## config.mk

```make
export PLATFORM = sky130hd
export DESIGN_NAME = seq_wide_adder
export DESIGN_NICKNAME = d
export VERILOG_FILES = /design/src/rtl/seq_wide_adder.sv
export SDC_FILE = /design/constraint.sdc
export NUM_CORES = 1
export LEC_CHECK = 0
export ABC_AREA = 1
export BUFFER_PORTS_ARGS = -buffer_cell sky130_fd_sc_hd__buf_2
export CORE_ASPECT_RATIO = 0.75
export CORE_MARGIN = 2
export CORE_UTILIZATION = 50
export CTS_CLUSTER_DIAMETER = 150
export DETAILED_ROUTE_END_ITERATION = 16
export PLACE_DENSITY_LB_ADDON = 0.3
export SYNTH_ARGS = -nofsm -noshare
export SYNTH_HDL_FRONTEND = slang
export SYNTH_SLANG_ARGS = --single-unit
```

## constraint.sdc

```tcl
create_clock -name clk -period 12.12 [get_ports clk]
set_input_delay 2.424 -clock clk [delete_from_list [all_inputs] [get_ports clk]]
set_output_delay 2.424 -clock clk [all_outputs]
set_load 0.02 [all_outputs]
```

## src/rtl/seq_wide_adder.sv

```systemverilog
// Multi-cycle wide adder: WORDS x 16-bit operands summed LSW-first through one 16-bit adder.
// Optional subtract mode under `SEQ_WIDE_ADDER_SUB_EN` adds a 'sub' input (a + ~b + 1).
//
// Handshakes: a transfer happens on a rising edge where valid and ready are both high.
// The producer must hold valid and data stable until then. in_ready is high only in IDLE,
// and out_valid stays high with sum/cout stable until out_ready is seen.
module seq_wide_adder #(
    parameter int WORDS = 4,
    parameter int IDXW  = 3
) (
    input  logic                  clk,
    input  logic                  rst,
    input  logic                  in_valid,
    output logic                  in_ready,
    input  logic [16*WORDS-1:0]   a,
    input  logic [16*WORDS-1:0]   b,
    input  logic                  cin,
`ifdef SEQ_WIDE_ADDER_SUB_EN
    input  logic                  sub,
`endif
    output logic                  out_valid,
    input  logic                  out_ready,
    output logic [16*WORDS-1:0]   sum,
    output logic                  cout,
    output logic                  busy,
    output logic [1:0]            dbg_state_o
);

    localparam int W = 16 * WORDS;
    localparam logic [IDXW-1:0] LAST_IDX = IDXW'(WORDS - 1);

    typedef enum logic [1:0] {
        S_IDLE = 2'd0,
        S_RUN  = 2'd1,
        S_DONE = 2'd2
    } state_t;

    state_t          state_q, state_d;
    logic [IDXW-1:0] idx_q, idx_d;
    logic            carry_q, carry_d;
    logic [W-1:0]    op_a_q, op_a_d;
    logic [W-1:0]    op_b_q, op_b_d;
    logic [W-1:0]    sum_q, sum_d;
    logic            cout_q, cout_d;
    logic            out_valid_q, out_valid_d;

    logic [15:0]     a_word;
    logic [15:0]     b_word;
    logic [16:0]     add_res;
    logic [W-1:0]    b_eff;
    logic            cin_eff;

    // Subtraction inverts B once at accept time so the datapath stays add-only.
`ifdef SEQ_WIDE_ADDER_SUB_EN
    assign b_eff   = sub ? ~b : b;
    assign cin_eff = sub ? 1'b1 : cin;
`else
    assign b_eff   = b;
    assign cin_eff = cin;
`endif

    always_comb begin
        a_word = '0;
        b_word = '0;
        for (int i = 0; i < WORDS; i++) begin
            if (idx_q == i[IDXW-1:0]) begin
                a_word = op_a_q[16*i +: 16];
                b_word = op_b_q[16*i +: 16];
            end
        end
        add_res = {1'b0, a_word} + {1'b0, b_word} + {16'b0, carry_q};
    end

    always_comb begin
        state_d     = state_q;
        idx_d       = idx_q;
        carry_d     = carry_q;
        op_a_d      = op_a_q;
        op_b_d      = op_b_q;
        sum_d       = sum_q;
        cout_d      = cout_q;
        out_valid_d = out_valid_q;
        case (state_q)
            S_IDLE: begin
                if (in_valid) begin
                    op_a_d  = a;
                    op_b_d  = b_eff;
                    carry_d = cin_eff;
                    idx_d   = '0;
                    state_d = S_RUN;
                end
            end
            S_RUN: begin
                for (int i = 0; i < WORDS; i++) begin
                    if (idx_q == i[IDXW-1:0]) begin
                        sum_d[16*i +: 16] = add_res[15:0];
                    end
                end
                carry_d = add_res[16];
                idx_d   = idx_q + 1'b1;
                if (idx_q == LAST_IDX) begin
                    cout_d      = add_res[16];
                    out_valid_d = 1'b1;
                    state_d     = S_DONE;
                end
            end
            S_DONE: begin
                if (out_ready) begin
                    out_valid_d = 1'b0;
                    state_d     = S_IDLE;
                end
            end
            default: begin
                state_d = S_IDLE;
            end
        endcase
    end

    always_ff @(posedge clk or posedge rst) begin
        if (rst) begin
            state_q     <= S_IDLE;
            idx_q       <= '0;
            carry_q     <= 1'b0;
            op_a_q      <= '0;
            op_b_q      <= '0;
            sum_q       <= '0;
            cout_q      <= 1'b0;
            out_valid_q <= 1'b0;
        end else begin
            state_q     <= state_d;
            idx_q       <= idx_d;
            carry_q     <= carry_d;
            op_a_q      <= op_a_d;
            op_b_q      <= op_b_d;
            sum_q       <= sum_d;
            cout_q      <= cout_d;
            out_valid_q <= out_valid_d;
        end
    end

    assign in_ready    = (state_q == S_IDLE) && !rst;
    assign busy        = (state_q != S_IDLE);
    assign out_valid   = out_valid_q;
    assign sum         = sum_q;
    assign cout        = cout_q;
    assign dbg_state_o = state_q;

endmodule
```

==> metrics.cfg <==
[logic_synthesis]
synth_ff_type=sky130_fd_sc_hd__dfrtp_1
synth_area_sq_um=9640
synth_mux_area_frac=0
post_synth_main_area_contributors=sky130_fd_sc_hd__dfrtp_1 (52%), sky130_fd_sc_hd__nand2_1 (23%), sky130_fd_sc_hd__o21ai_0 (5.2%), sky130_fd_sc_hd__nand3_1 (3.9%), sky130_fd_sc_hd__inv_1 (3.4%)
ys_ff_latch=200
synth-async-reset-ratio=1.00
synthCells=1226
distinct_cell_type_count_of_the_synthesized_netlist=33
synth.yosys.warnings=0
synth_fp_nets=1381
number_of_enable_type_register_cells_in_the_synthesized_netlist=0
synth.largest_area_cell=sky130_fd_sc_hd__dfrtp_1
netlist.area_leader.share=0.519
post_synth_xor_area_fraction=0.00454
most_common_cell_in_the_synthesized_netlist=sky130_fd_sc_hd__nand2_1
per_instance_average_area_after_synthesis_sq_um=7.86
yosys-top-cells-count=sky130_fd_sc_hd__nand2_1 (578), sky130_fd_sc_hd__dfrtp_1 (200), sky130_fd_sc_hd__o21ai_0 (100), sky130_fd_sc_hd__inv_1 (88), sky130_fd_sc_hd__nand3_1 (75)
synth_simple_gate_area_share=0.284
synth_compound_area_frac=0.0878
synth.yosys.seq_area_share=0.519
main_combinational_cell_family_by_area_after_synthesis=simple AND/OR/NAND/NOR gates
adder_and_majority_cell_fraction_of_the_synthesized_area=0.0301

[cells_and_area]
final_layout_size_suffix_gt1_frac=0.184
layout.nets=1546
final_cell_area_sq_um=11300
diodes=0
nFillCells=1713
area_growth_syn_to_layout_pct=17.3

[setup_path]
crit_slowest_cell=sky130_fd_sc_hd__buf_2
r2r_slack_ns=7.67
worst_setup_path_start=rst
crit_path_end_kind=output port
worst_r2r_endpoint=sum[60]
crit_path_start_kind=primary input
critical_path_required_ns=9.70
crit_path_max_fanout=2
crit_path_frequent_cell=sky130_fd_sc_hd__buf_2
cp_cell_sequence=buf_2, nor2_1, buf_2
critPathMaxStageDelay_ns=0.16
timing.critical_path.to=in_ready
timing.rr.start=idx_q[0]
worstPathArrival_ns=2.82
worstSetupPathType=primary input to output port
worst-r2r-cell-count=15

[clock_network]
number_of_buffers_inserted_during_clock_tree_synthesis=17
hold_buffers=0
worst_path_clk_slew_ns=0.07
cts_tree=done
post-cts-setup-buffer-count=0
clockRootBuffer=sky130_fd_sc_hd__clkbuf_16
cts.repair.resized=0
clk_path_buf_depth=2
insertion_delay_ns=0.44
h-tree-depth=4
clock-sinks=200

[floorplanning]
initial_core_util=0.516
rows=43
die_h_microns=124
die_outline_area_sq_um=20400
floorplan.die.width_microns=164
i_o_pins=203
core_sq_um=18700

[global_route]
total_grt_overflow=0
first_global_vias=8025
initial_antenna_violation_count=0
grt_first_pass_wirelength_microns=41000
grt_start_max_net_pins=130
track_usage=0.258

[place]
port_buffers=202
placed_cell_area_sq_um=10600
gp_congestion=0.903
place_hpwl_microns=18200

[detailed_routing]
post_drt_wl_per_cell_microns=15.7
detailed_routing_iteration_count_for_the_pre_antenna_repair_pass=5
route.vias.total=8523
remaining_drc_errors=0
via_to_cell_ratio=5.16
routed_wl_microns=25900
antenna_left=0
initialDrtViolationCount=805

[sta]
tns_ns=0
setup_viol_count_final=0
finalHoldViolCount=0
worst_clock_skew_ns=0.00991
achievable-frequency_ghz=0.191
final_min_period_over_clock_period=0.433
maxSlewHeadroom=0.244
worst-slew-pin-transition_ns=1.13
rsz0062_at_grt=false
finalMaxSlewViolations=0
min_period_ns=5.25

[power_and_ir_drop]
power_report.internal_total_mw=1.94
swShare=0.474
power_density_nw_per_um2=327
clock_power_share=0.175
comb_power_share=0.519
pwr-share-seq=0.306
total_switching_power_mw=1.75
total_leakage_power_nw=6.29
power.ir.vdd_worst_v=0.000140

[outcome]
run_status=finished, final reports clean

[hold_path]
hold_path_class=flop to flop
launch_instance_of_the_worst_min_delay_path=sum[12]

[run]
cap_violations=0

-- worst min path at each step --
stage / slack (ns) / depth (start not counted) / end
5_1_grt: 0.50 / 2 / op_a_q[34]
3_3_place_gp: 0.45 / 2 / sum[2]
4_1_cts: 0.48 / 2 / op_b_q[35]
3_5_place_dp: 0.46 / 2 / op_b_q[41]
2_1_floorplan: 0.44 / 2 / op_a_q[34]
6_report: 0.48 / 2 / sum[12]
-- worst max-delay path, delay by kind of cell --
kind | cells | cell delay (ns)
and+or+nand+nor | 1 | 0.10
buffers and inverters | 2 | 0.30
-- kinds of logic after synthesis --
kind of cell    Yosys count
xor+xnor                  5
simple gates            685
compound gates          159
flops                   200
buf+inv                 155
fa+ha+maj                22
-- routing by layer --
layer,up-vias,track usage,share of wire
met3,32,0.0394,0.066
met5,-,0,0
met1,4005,0.395,0.48
li1,4184,-,-
met4,0,0.0728,0.016
met2,302,0.381,0.43
-- registers in the layout (all words and copies together), names as in the netlist --
name         cells
idx_q            3
cout             1
op_b_q          64
dbg_state_o      2
out_valid        1
sum             64
carry_q          1
op_a_q          64
-- power groups by stage --
stage	combinational, mW	sequential [mW]	clock, mW
2_1_floorplan	1.27	1.22	0
3_3_place_gp	1.88	1.13	0
3_5_place_dp	1.90	1.14	0
4_1_cts	1.92	1.13	0.654
5_1_grt	2.16	1.16	0.676
6_report	1.92	1.13	0.648
-- final cells by class --
type	count	area, sq um	area share
clock buffer	19	453	0.0401
clock inverter	13	211	0.0187
inverter	95	367	0.0324
multi-input combinational	871	3920	0.347
sequential	200	5000	0.443
tap	247	309	0.0273
timing repair buffer	206	1040	0.0921
-- per-stage QoR --
stage	util	instances	hold WS, ns	power, mW	setup slack [ns]
finish	0.606	1651	0.476	3.70	6.87
floorplan	-	1226	0.444	2.49	4.24
global placement	0.570	1619	0.455	3.00	6.87
global route	0.606	1651	0.498	4.00	6.84
detailed placement	0.570	1619	0.459	3.04	6.87
CTS	0.606	1651	0.478	3.70	6.87
-- cell usage in the layout, fill, tap and decap left out --
cell type / instances
sky130_fd_sc_hd__xor2_1: 1
sky130_fd_sc_hd__or2_2: 1
sky130_fd_sc_hd__nand2_2: 2
sky130_fd_sc_hd__nand3_1: 75
sky130_fd_sc_hd__nor2_2: 3
sky130_fd_sc_hd__nand3_2: 1
sky130_fd_sc_hd__fa_1: 2
sky130_fd_sc_hd__buf_2: 202
sky130_fd_sc_hd__nand3b_1: 2
sky130_fd_sc_hd__o22ai_1: 15
sky130_fd_sc_hd__nor2_4: 4
sky130_fd_sc_hd__a31oi_1: 17
sky130_fd_sc_hd__inv_1: 87
sky130_fd_sc_hd__nor3_1: 3
sky130_fd_sc_hd__clkinv_2: 3
sky130_fd_sc_hd__bufinv_16: 5
sky130_fd_sc_hd__a211oi_1: 1
sky130_fd_sc_hd__inv_6: 4
sky130_fd_sc_hd__clkbuf_16: 17
sky130_fd_sc_hd__a21oi_1: 7
sky130_fd_sc_hd__inv_2: 6
sky130_fd_sc_hd__ha_1: 20
sky130_fd_sc_hd__o21a_1: 1
sky130_fd_sc_hd__o21ai_1: 16
sky130_fd_sc_hd__buf_4: 4
sky130_fd_sc_hd__xnor2_1: 4
sky130_fd_sc_hd__dfrtp_1: 200
sky130_fd_sc_hd__nand4_1: 2
sky130_fd_sc_hd__nor2_1: 13
sky130_fd_sc_hd__nand2_1: 578
sky130_fd_sc_hd__clkbuf_8: 2
sky130_fd_sc_hd__o21ai_0: 100
sky130_fd_sc_hd__inv_4: 1
sky130_fd_sc_hd__o211ai_1: 2
sky130_fd_sc_hd__inv_8: 2
sky130_fd_sc_hd__nand2_4: 1
No activity file was read; power rests on OpenSTA's default activity.
